File: src/rtl/ram_arb_pkg.sv
// Shared types and default widths for the two-port RAM arbiter.
// Optional build macro ARB_RR_EN (round-robin IDLE arbitration) is handled in ram_port_arbiter.
package ram_arb_pkg;

    localparam int ADDR_W_DEF   = 16;
    localparam int DATA_W_DEF   = 16;
    localparam int RD_LAT_DEF   = 1;
    localparam int MAX_LOCK_DEF = 16;
    localparam int LOCK_CNT_W   = 8;

    typedef enum logic {
        IDLE  = 1'b0,
        LOCK1 = 1'b1
    } arb_state_t;

    typedef enum logic {
        OWNER_M0 = 1'b0,
        OWNER_M1 = 1'b1
    } owner_t;

endpackage

File: src/rtl/rd_track_pipe.sv
// RD_LAT-deep shift register of {valid, owner} tags for reads in flight.
// Shifts every cycle; the tail lines up with the RAM's read data.
module rd_track_pipe
    import ram_arb_pkg::*;
#(
    parameter int RD_LAT = RD_LAT_DEF
) (
    input  logic   clk,
    input  logic   rst,
    input  logic   push,
    input  owner_t push_owner,
    output logic   tail_valid,
    output owner_t tail_owner
);

    logic [RD_LAT-1:0] valid_reg;
    logic [RD_LAT-1:0] owner_reg;
    logic [RD_LAT:0]   valid_next;
    logic [RD_LAT:0]   owner_next;

    // Prepending the new entry in a wider vector keeps RD_LAT=1 legal.
    assign valid_next = {valid_reg, push};
    assign owner_next = {owner_reg, push_owner == OWNER_M1};

    always_ff @(posedge clk or negedge rst) begin
        if (!rst) begin
            valid_reg <= '0;
            owner_reg <= '0;
        end else begin
            valid_reg <= valid_next[RD_LAT-1:0];
            owner_reg <= owner_next[RD_LAT-1:0];
        end
    end

    assign tail_valid = valid_reg[RD_LAT-1];
    assign tail_owner = owner_reg[RD_LAT-1] ? OWNER_M1 : OWNER_M0;

endmodule

File: src/rtl/ram_port_arbiter.sv
// Shares one single-port RAM between the CPU (m0) and DMA (m1), with bounded m1 bus lock.
// Build option: define ARB_RR_EN for round-robin IDLE arbitration (default: m0 fixed priority).
module ram_port_arbiter
    import ram_arb_pkg::*;
#(
    parameter int ADDR_W   = ADDR_W_DEF,
    parameter int DATA_W   = DATA_W_DEF,
    parameter int RD_LAT   = RD_LAT_DEF,
    parameter int MAX_LOCK = MAX_LOCK_DEF
) (
    input  logic              clk,
    input  logic              rst,
    input  logic              m0_req,
    input  logic              m0_we,
    input  logic [ADDR_W-1:0] m0_addr,
    input  logic [DATA_W-1:0] m0_wdata,
    output logic              m0_gnt,
    output logic              m0_rvalid,
    output logic [DATA_W-1:0] m0_rdata,
    input  logic              m1_req,
    input  logic              m1_we,
    input  logic [ADDR_W-1:0] m1_addr,
    input  logic [DATA_W-1:0] m1_wdata,
    output logic              m1_gnt,
    output logic              m1_rvalid,
    output logic [DATA_W-1:0] m1_rdata,
    input  logic              m1_lock,
    output logic              ram_we,
    output logic [ADDR_W-1:0] ram_addr,
    output logic [DATA_W-1:0] ram_wdata,
    input  logic [DATA_W-1:0] ram_rdata,
    output logic              lock_timeout
);

    localparam logic [LOCK_CNT_W-1:0] LOCK_LAST = LOCK_CNT_W'(MAX_LOCK - 1);

    arb_state_t              state_reg;
    logic [LOCK_CNT_W-1:0]   lock_cnt_reg;
    logic                    cool_reg;
    logic                    timeout_reg;
    logic [ADDR_W-1:0]       addr_hold_reg;
    logic                    push;
    owner_t                  push_owner;
    logic                    tail_valid;
    owner_t                  tail_owner;
    logic [1:0]              rvalid_vec;
    logic [DATA_W-1:0]       rdata_vec [2];

`ifdef ARB_RR_EN
    owner_t last_winner_reg;

    always_ff @(posedge clk or negedge rst) begin
        if (!rst) begin
            last_winner_reg <= OWNER_M1;
        end else if (m0_gnt) begin
            last_winner_reg <= OWNER_M0;
        end else if (m1_gnt) begin
            last_winner_reg <= OWNER_M1;
        end
    end
`endif

    // The cycle right after a forced release always favours m0, in either build.
    always_comb begin
        m0_gnt = 1'b0;
        m1_gnt = 1'b0;
        if (rst) begin
            if (state_reg == LOCK1) begin
                m1_gnt = m1_req;
            end else if (m0_req && m1_req) begin
`ifdef ARB_RR_EN
                if (cool_reg || last_winner_reg == OWNER_M1) begin
                    m0_gnt = 1'b1;
                end else begin
                    m1_gnt = 1'b1;
                end
`else
                m0_gnt = 1'b1;
`endif
            end else begin
                m0_gnt = m0_req;
                m1_gnt = m1_req;
            end
        end
    end

    always_comb begin
        ram_we    = 1'b0;
        ram_addr  = addr_hold_reg;
        ram_wdata = '0;
        if (m0_gnt) begin
            ram_we    = m0_we;
            ram_addr  = m0_addr;
            ram_wdata = m0_wdata;
        end else if (m1_gnt) begin
            ram_we    = m1_we;
            ram_addr  = m1_addr;
            ram_wdata = m1_wdata;
        end
    end

    assign push       = (m0_gnt && !m0_we) || (m1_gnt && !m1_we);
    assign push_owner = m1_gnt ? OWNER_M1 : OWNER_M0;

    always_ff @(posedge clk or negedge rst) begin
        if (!rst) begin
            state_reg     <= IDLE;
            lock_cnt_reg  <= '0;
            cool_reg      <= 1'b0;
            timeout_reg   <= 1'b0;
            addr_hold_reg <= '0;
        end else begin
            timeout_reg <= 1'b0;
            cool_reg    <= 1'b0;
            if (m0_gnt || m1_gnt) begin
                addr_hold_reg <= ram_addr;
            end
            case (state_reg)
                IDLE: begin
                    lock_cnt_reg <= '0;
                    if (m1_gnt && m1_lock && !cool_reg) begin
                        state_reg    <= LOCK1;
                        lock_cnt_reg <= LOCK_CNT_W'(1);
                    end
                end
                LOCK1: begin
                    if (!m1_lock) begin
                        state_reg    <= IDLE;
                        lock_cnt_reg <= '0;
                    end else if (lock_cnt_reg == LOCK_LAST) begin
                        // The grant cycle that entered the lock counted as lock cycle 1.
                        state_reg    <= IDLE;
                        lock_cnt_reg <= lock_cnt_reg + 1'b1;
                        timeout_reg  <= 1'b1;
                        cool_reg     <= 1'b1;
                    end else begin
                        lock_cnt_reg <= lock_cnt_reg + 1'b1;
                    end
                end
                default: state_reg <= IDLE;
            endcase
        end
    end

    assign lock_timeout = timeout_reg;

    rd_track_pipe #(
        .RD_LAT (RD_LAT)
    ) u_rd_track_pipe (
        .clk        (clk),
        .rst        (rst),
        .push       (push),
        .push_owner (push_owner),
        .tail_valid (tail_valid),
        .tail_owner (tail_owner)
    );

    genvar gi;
    generate
        for (gi = 0; gi < 2; gi++) begin : g_port
            logic [DATA_W-1:0] rdata_hold_reg;

            assign rvalid_vec[gi] = tail_valid && (tail_owner == ((gi == 0) ? OWNER_M0 : OWNER_M1));
            assign rdata_vec[gi]  = rvalid_vec[gi] ? ram_rdata : rdata_hold_reg;

            always_ff @(posedge clk or negedge rst) begin
                if (!rst) begin
                    rdata_hold_reg <= '0;
                end else if (rvalid_vec[gi]) begin
                    rdata_hold_reg <= ram_rdata;
                end
            end
        end
    endgenerate

    assign m0_rvalid = rvalid_vec[0];
    assign m1_rvalid = rvalid_vec[1];
    assign m0_rdata  = rdata_vec[0];
    assign m1_rdata  = rdata_vec[1];

endmodule

File: config.mk
export PLATFORM = sky130hd
export DESIGN_NAME = ram_port_arbiter
export DESIGN_NICKNAME = d
export VERILOG_FILES = /design/src/rtl/ram_arb_pkg.sv /design/src/rtl/rd_track_pipe.sv /design/src/rtl/ram_port_arbiter.sv
export SDC_FILE = /design/constraint.sdc
export NUM_CORES = 1
export LEC_CHECK = 0
export BUFFER_PORTS_ARGS = -buffer_cell sky130_fd_sc_hd__buf_2
export CAP_MARGIN = 30
export CORE_MARGIN = 2
export CORE_UTILIZATION = 35
export DETAILED_ROUTE_END_ITERATION = 8
export MAX_ROUTING_LAYER = met4
export PLACE_DENSITY = 0.66
export SETUP_SLACK_MARGIN = 0.3
export SYNTH_ARGS = -nofsm -noshare
export SYNTH_HDL_FRONTEND = slang
export SYNTH_SLANG_ARGS = --single-unit
File: constraint.sdc
create_clock -name clk -period 1.54 [get_ports clk]
set_input_delay 0.231 -clock clk [delete_from_list [all_inputs] [get_ports clk]]
set_output_delay 0.231 -clock clk [all_outputs]
set_load 0.01 [all_outputs]
==> results.toml, run 1 <==
[synth]
ys_warn_count = 0
synth_top_cell_area_share_pct = 53.76
synth-seq-area-share_pct = 53.76
synthTopCellsByArea = "dfrtp_1, mux2_2, a221o_1"
synth.ff_latch_count = 60
yosysTopAreaCell = "dfrtp_1"
synth_area_per_cell_um2 = 12.69
synthesis.nets = 308
synth_cell_types = 27
synthCells = 220
syn_area_um2 = 2793

[sta]
setup_tns_ps = -19140
max_freq_mhz = 529.0
setup_viol = 68
rsz0062_at_grt = "yes"
period_needed_ps = 1890
worstMarginPinSlew_ps = 699.2
fin_ws_ps = -350.4
fin_crit_sh_pct = 122.8
skew_ps = 11.15
holdWs_ps = 108.2
maxSlewViolCount = 0
hold_viol_final = 0
maxSlewHeadroom_pct = 53.39

[worst_setup_path]
worstSetupPathType = "reg -> out"
cp_max_fo = 8
cp.required_ps = 1310
crit_arrival_ps = 1660
end_kind = "output pin"
cp-start-kind = "flop"
r2r_slack_ps = 70

[global_route]
grt_max_degree = 56
first_global_vias = 2721
grt_pass1_wl_um = 13840
grt.total_usage_pct = 21.32
gr-total-overflow = 0
grt_antenna_before_repair = 1

[cells_and_area]
drive_above_1_share_pct = 66.74
nNetsFinal = 520
fillCellCount = 582
layout_commonest_cell = "buf_2"
largest_register_ffs = 32
syn2layout_area_growth_pct = 80.82
layout_common_cells = "buf_2, buf_6, dfrtp_1"

[floorplan]
placementRows = 32
ioPinCount = 157
die_area_um2 = 8710
core_area_um2 = 7727
initial_core_util_pct = 36.14
die_h_um = 93.33
chipWidth_um = 93.33

[placed_design]
gp_congestion = 0.7583
post-dp-hpwl_um = 5490
port-buffer-count = 156
place_worst_setup_slack_ps = 2.192

[route]
vias = 2811
drc = 0
wl_per_cell_um = 18.47
drt-total-wl_um = 9955
antenna_left = 0
dr.first_iter.drc_count = 87
firstDrtPassIters = 4
vias_per_cell = 5.215

[clocking]
path_clk_slew_ps = 60
cts_buffer_depth = 2
clk_latency_ps = 340
cts_tree = "built"
cts_root_buffer = "clkbuf_8"
htree_levels = 3
cts.sinks = 60
numCtsBuffers = 9

[flow_run]
cap_violations = 0

[run_status]
status = "finished, violations left"
violations = "setup timing"

[power]
netSwitchingPower_uw = 1585
p_leak_uw = 0.002530
clock_power_share_pct = 23.9
p_int_uw = 3912
comb_power_share_pct = 39.9
p_seq_share_pct = 36.2
swShare_pct = 28.83
power_density_nw_per_um2 = 1088
ir_worst_vdd_mv = 0.6140

[min_path]
hold_class = "in -> reg"
==> metrics by stage <==
step,total power [uW],instance area [um^2],instances,utilization [%]
4_1_cts,5235,4760,525,61.59
3_3_place_gp,3257,3897,482,50.44
3_5_place_dp,3292,3897,482,50.44
2_1_floorplan,2698,2895,220,-
5_1_grt,5757,5050,539,65.35
6_report,5496,5050,539,65.35
==> layout make-up <==
class	instances	area, um^2	share of cell area (%)
multi-input cells	142	1495	29.61
repair inverters	1	11.26	0.2230
clock inverters	3	21.27	0.4212
flip-flops and latches	60	1501	29.73
clock buffers	12	165.2	3.271
well taps	102	127.6	2.527
diodes	1	2.502	0.04955
inverters	4	22.52	0.4460
repair buffers	214	1703	33.72
==> power groups by stage <==
stage | Combinational, uW | Clock, uW | Sequential [uW]
6_report | 2190 | 1310 | 1990
2_1_floorplan | 746 | 0 | 1950
5_1_grt | 2310 | 1430 | 2010
4_1_cts | 1930 | 1340 | 1960
3_3_place_gp | 1290 | 0 | 1970
3_5_place_dp | 1310 | 0 | 1980
==> critical path, cell delays in order, from the launching register on <==
cell,delay [ps]
dfrtp_1,420
nor2b_4,180
buf_6,140
buf_16,130
mux2_4,330
buf_6,130
==> cell usage after synthesis (all sizes together) <==
library cell / number
a21oi: 5
a221o: 32
a22o: 17
a311oi: 1
and2: 1
and3: 18
buf: 16
dfrtp: 60
ha: 1
inv: 4
mux2: 32
nand2: 6
nand2b: 2
nand3: 3
nand4: 1
nor2: 7
nor2b: 2
nor4: 1
o21ai: 4
o32ai: 1
or3: 3
xnor2: 2
xor2: 1
==> repair_timing <==
item | in CTS | in global routing
buffers inserted | 22 | 11
endpoints found under the setup margin | 92 | 121
gates resized for setup | 82 | 43
hold buffers | 1 | 0
cloned | 5 | 2
pin swaps | 6 | 22
endpoints found under the hold margin | 5 | 0
==> routing by layer <==
layer	wire length (um)	GRT usage, %	vias to the layer above
met3	671	5.157	19
met4	201	8.578	0
met2	5275	35.91	105
met1	3807	24.50	1397
li1	-	-	1290
met5	0	-	-
==> worst paths after layout <==
path / startpoint / endpoint / depth (start not counted)
setup / recovery: u_rd_track_pipe.owner_reg / m0_rdata[9] / 5
hold / removal: m1_we / u_rd_track_pipe.tail_valid / 2
setup reg to reg: u_rd_track_pipe.owner_reg / g_port[0].rdata_hold_reg[1] / 6
hold reg to reg: g_port[0].rdata_hold_reg[2] / g_port[0].rdata_hold_reg[2] / 1
max in group asynchronous: rst / addr_hold_reg[3] / 3
min in group asynchronous: rst / lock_timeout / 3
==> logic make-up after synthesis <==
kind of cell	count (synthesis)	share of synthesized area [%]
DFF	60	53.76
adders and majority gates	1	0.4480
buffers and inverters	20	4.077
and+or+nand+nor	44	8.827
AOI/OAI and AO/OA	60	19.04
xor gates and xnor gates	3	0.9410
muxes	32	12.90
Power figures use the tool's default switching activity.
==> run 2, diff against run 1 <==
--- a/config.mk
+++ b/config.mk
@@ -5,13 +5,13 @@
 export SDC_FILE = /design/constraint.sdc
 export NUM_CORES = 1
 export LEC_CHECK = 0
-export BUFFER_PORTS_ARGS = -buffer_cell sky130_fd_sc_hd__buf_2
 export CAP_MARGIN = 30
 export CORE_MARGIN = 2
 export CORE_UTILIZATION = 35
 export DETAILED_ROUTE_END_ITERATION = 8
+export DONT_BUFFER_PORTS = 1
 export MAX_ROUTING_LAYER = met4
-export PLACE_DENSITY = 0.66
+export REMOVE_ABC_BUFFERS = 1
 export SETUP_SLACK_MARGIN = 0.3
 export SYNTH_ARGS = -nofsm -noshare
 export SYNTH_HDL_FRONTEND = slang
==> run 2 against run 1 <==
The run ends with hold timing, setup timing left. Critical path depth down 1. Largest power group is now registers. Final area is 30% lower. First-iteration DRC count is 3.4% lower. Highest routed layer unchanged.
==> results.toml, run 2 (synthesis results as in run 1) <==
[clocking]
cts_hold_buffers = 2
numCtsBuffers = 9
cts_root_buffer = "clkbuf_8"
cts_tree = "built"
clk_latency_ps = 330
cts.sinks = 60
cts_buffer_depth = 2
path_clk_slew_ps = 70
htree_levels = 3

[placed_design]
place_worst_setup_slack_ps = 29.00
gp_congestion = 0.7209
post-dp-hpwl_um = 4876
port-buffer-count = 0

[sta]
max_freq_mhz = 557.9
maxSlewHeadroom_pct = 75.82
fin_ws_ps = -252.5
setup_tns_ps = -11980
fin_crit_sh_pct = 116.4
setup_viol = 67
maxSlewViolCount = 0
skew_ps = 3.672
hold_viol_final = 60
holdWs_ps = -405.0
worstMarginPinSlew_ps = 362.7
period_needed_ps = 1792
rsz0062_at_grt = "yes"

[route]
vias_per_cell = 5.922
drc = 0
vias = 2049
drt-total-wl_um = 7462
wl_per_cell_um = 21.57
firstDrtPassIters = 4
antenna_left = 0
dr.first_iter.drc_count = 84

[power]
p_leak_uw = 0.001626
p_total_uw = 4411
ir_worst_vdd_mv = 0.5137
power_density_nw_per_um2 = 1242

[worst_setup_path]
worstSetupPathType = "reg -> out"
end_kind = "output pin"
crit_arrival_ps = 1560
worst-path-buf-inv = 1
cp-start-kind = "flop"
cp.required_ps = 1310
path_cells = "nor2b_2 > o21ai_4 > buf_12 > a221o_1"
crit_family = "flip-flops"
cpPeakStageDelay_ps = 450
slowest_stage = "dfrtp_2"
cp_max_fo = 20

[floorplan]
ioPinCount = 157
chipWidth_um = 93.33
initial_core_util_pct = 36.14
die_area_um2 = 8710
placementRows = 32
core_area_um2 = 7727
die_h_um = 93.33

[global_route]
grt_antenna_before_repair = 1
grt_max_degree = 64
first_global_vias = 1917
gr-total-overflow = 0
grt.total_usage_pct = 16.86
grt_pass1_wl_um = 10790

[run_status]
violations = "hold timing, setup timing"
status = "finished, violations left"

[cells_and_area]
layout_commonest_cell = "dfrtp_1"
syn2layout_area_growth_pct = 27.15
layout_common_cells = "dfrtp_1, a221o_1, mux2_4"
largest_register_ffs = 32
nNetsFinal = 326
drive_above_1_share_pct = 33.74

[flow_run]
cap_violations = 0

[min_path]
hold_class = "in -> async"
==> run 2: cell count changes in the layout (fill, tap and decap cells not counted), moves of 3 or more <==
cell     before  now
and3_4       16    1
and3_1        2   17
nand2_8       4    1
buf_6        63    2
buf_2       121    0
buf_4        18    9
==> run 2: power by group <==
group          total (uW)  internal (uW)  switching, uW
combinational        1010            519            495
sequential           1960           1860            103
clock                1430            831            601
total                4410           3210           1200
==> run 2: routing by layer <==
| layer | global-route usage (%) | vias to the layer above | share of wire, % |
|---|---|---|---|
| met5 | - | - | 0 |
| met4 | 3.676 | 0 | 0.54 |
| met3 | 6.366 | 6 | 7.7 |
| met2 | 25.06 | 88 | 49 |
| met1 | 22.06 | 1060 | 43 |
| li1 | - | 895 | - |
==> run 2: worst paths after layout <==
check | from | end | slack [ps] | cells after the start
worst max-delay path | state_reg | ram_addr[0] | -250 | 4
worst min-delay path | rst | g_port[1].rdata_hold_reg[10] | -410 | 0
worst max register to register | state_reg | addr_hold_reg[13] | 230 | 4
worst min register to register | addr_hold_reg[10] | addr_hold_reg[10] | 520 | 1
max in group asynchronous | rst | state_reg | 1840 | 0
min in group clk | m1_lock | lock_cnt_reg[0] | 30 | 2
==> run 2: area by class of cell <==
type                            count  area (um^2)
Multi-Input combinational cell    142         1408
Tap cell                          102        127.6
Clock inverter                      4        47.55
Antenna cell                        1        2.502
Clock buffer                       12        155.1
Timing Repair Buffer               21        287.8
Inverter                            4        20.02
Sequential cell                    60         1503
Fill cell                         668         4177
==> run 2: through the flow <==
stage          instance area (um^2)  hold WS (ps)  utilization (%)  cells
2_1_floorplan                  2694        -64.59                -    204
3_3_place_gp                   2988        -63.19            38.67    318
3_5_place_dp                   2988        -63.00            38.67    318
4_1_cts                        3476        -426.7            44.98    342
5_1_grt                        3551        -435.0            45.95    346
6_report                       3551        -405.0            45.95    346
==> run 2: timing repair <==
| item | 4_1_cts | 5_1_grt |
|---|---|---|
| gates cloned | 4 | 1 |
| endpoints found under the setup margin | 101 | 122 |
| pin swaps | 25 | 5 |
| setup buffers | 2 | 2 |
| resized for setup | 46 | 9 |
| hold endpoints to repair | 61 | 60 |
==> run 3, diff against run 2 <==
--- a/config.mk
+++ b/config.mk
@@ -11,6 +11,7 @@
 export DETAILED_ROUTE_END_ITERATION = 8
 export DONT_BUFFER_PORTS = 1
 export MAX_ROUTING_LAYER = met4
+export PLACE_DENSITY = 0.5
 export REMOVE_ABC_BUFFERS = 1
 export SETUP_SLACK_MARGIN = 0.3
 export SYNTH_ARGS = -nofsm -noshare
==> run 3 against run 2 <==
The flow still finishes with violations (hold timing, setup timing). Sequential share of layout area down 0.65 points. Routed wire length down 2.0%. Clock skew up 8.4 ps. Power down 0.79%. Worst hold slack worse by 2.2 ps. Largest power group unchanged.
==> results.toml, run 3 (synthesis results as in run 1) <==
[clocking]
cts_root_buffer = "clkbuf_8"
numCtsBuffers = 9
cts_hold_buffers = 2
cts_buffer_depth = 2
cts_tree = "built"
path_clk_slew_ps = 70
clk_latency_ps = 330
cts.sinks = 60
htree_levels = 3

[global_route]
grtUsageMet2_pct = 24.16
grt_max_degree = 64
gr-total-overflow = 0
busiest_layer = "met2"
first_global_vias = 1975
grt.total_usage_pct = 16.92
grt_pass1_wl_um = 10630
use_met3_pct = 5.721
grt_antenna_before_repair = 1
grtUsageMet1_pct = 21.74

[route]
vias_per_cell = 5.812
antenna_left = 0
firstDrtPassIters = 4
wl_per_cell_um = 21.19
drc = 0
vias = 2005
dr.first_iter.drc_count = 77
drt-total-wl_um = 7312

[cells_and_area]
syn2layout_area_growth_pct = 29.26
layout_common_cells = "dfrtp_1, a221o_1, mux2_4"
layout_commonest_cell = "dfrtp_1"
drive_above_1_share_pct = 35.95
multi_input_area_um2 = 1416
largest_register_ffs = 32
nNetsFinal = 326
fillCellCount = 692
seq_area_um2 = 1504

[sta]
max_freq_mhz = 550.6
holdWs_ps = -407.2
worstMarginPinSlew_ps = 361.4
rsz0062_at_grt = "yes"
setup_viol = 68
hold_viol_final = 60
maxSlewViolCount = 0
skew_ps = 12.05
maxSlewHeadroom_pct = 75.71
period_needed_ps = 1816
fin_crit_sh_pct = 117.9
fin_ws_ps = -276.2

[power]
p_total_uw = 4376
power_density_nw_per_um2 = 1212
p_leak_uw = 0.001622
ir_worst_vdd_mv = 0.4260

[run_status]
violations = "hold timing, setup timing"
status = "finished, violations left"

[worst_setup_path]
end_kind = "output pin"
r2r_slack_ps = 190
cp.required_ps = 1310
cp-start-kind = "flop"
startpoint = "state_reg"
r2r-start = "u_rd_track_pipe.owner_reg"
crit_arrival_ps = 1590
worstSetupPathType = "reg -> out"
cp_max_fo = 30
r2r_end = "g_port[0].rdata_hold_reg[4]"
rr_worst_depth = 4
crit_path_end = "ram_addr[15]"

[floorplan]
placementRows = 32
die_area_um2 = 8710
die_h_um = 93.33
ioPinCount = 157
chipWidth_um = 93.33
initial_core_util_pct = 36.14
core_area_um2 = 7727

[placed_design]
post-dp-hpwl_um = 4640
gp_congestion = 0.7636
port-buffer-count = 0

[min_path]
hold_class = "in -> async"

[flow_run]
cap_violations = 0
-- run 3: final cells by class --
cell class / instances / area share, %
Tap cell: 102 / 3.536
Timing Repair Buffer: 22 / 9.913
Clock buffer: 13 / 4.125
Multi-Input combinational cell: 141 / 39.24
Sequential cell: 60 / 41.66
Inverter: 4 / 0.4853
Clock inverter: 2 / 0.9705
Antenna cell: 1 / 0.06932
-- run 3: how the worst min path moves through the flow --
stage               cells past startpoint  from                            to
floorplan                               0   rst              addr_hold_reg[0]
global placement                        0   rst  g_port[1].rdata_hold_reg[13]
detailed placement                      0   rst  g_port[1].rdata_hold_reg[13]
CTS                                     0   rst   g_port[1].rdata_hold_reg[6]
global route                            0   rst  g_port[1].rdata_hold_reg[13]
finish                                  0   rst  g_port[1].rdata_hold_reg[13]
-- run 3: stage by stage --
step	util (%)	std cells	worst slack (ps)	cell area [um^2]	TNS, ps
after floorplan	-	204	-1416	2694	-76780
after global placement	38.37	315	40.48	2965	0
after detailed placement	38.37	315	2.261	2965	0
after CTS	45.34	341	-307.5	3503	-15820
after global routing	46.71	345	-356.4	3610	-20460
final	46.71	345	-276.2	3610	-14550
-- run 3: worst max-delay path, stage by stage, from the launching register on --
cell and delay (ps):
dfrtp_2 410, nand2b_4 200, nor2_4 60, buf_12 160, a221o_1 420
-- run 3: where the power goes --
group	leakage (uW)	internal [uW]	switching [uW]	total [uW]
combinational	0.000793	543	498	1040
clock	0.0000935	783	587	1370
sequential	0.000735	1860	103	1960
-- run 3: metal layers --
layer | vias to the layer above | wire length (um) | part of all wire (%)
met3 | 8 | 605 | 8.3
met5 | - | 0 | 0
met2 | 103 | 3455 | 47
li1 | 897 | - | -
met1 | 997 | 3187 | 44
met4 | 0 | 64 | 0.88
-- run 3: what timing repair did --
item,4_1_cts,5_1_grt
hold endpoints to repair,61,60
buffers inserted,5,2
pin swaps,25,5
gates cloned,4,1
gates resized for setup,50,14
setup endpoints to repair,102,122
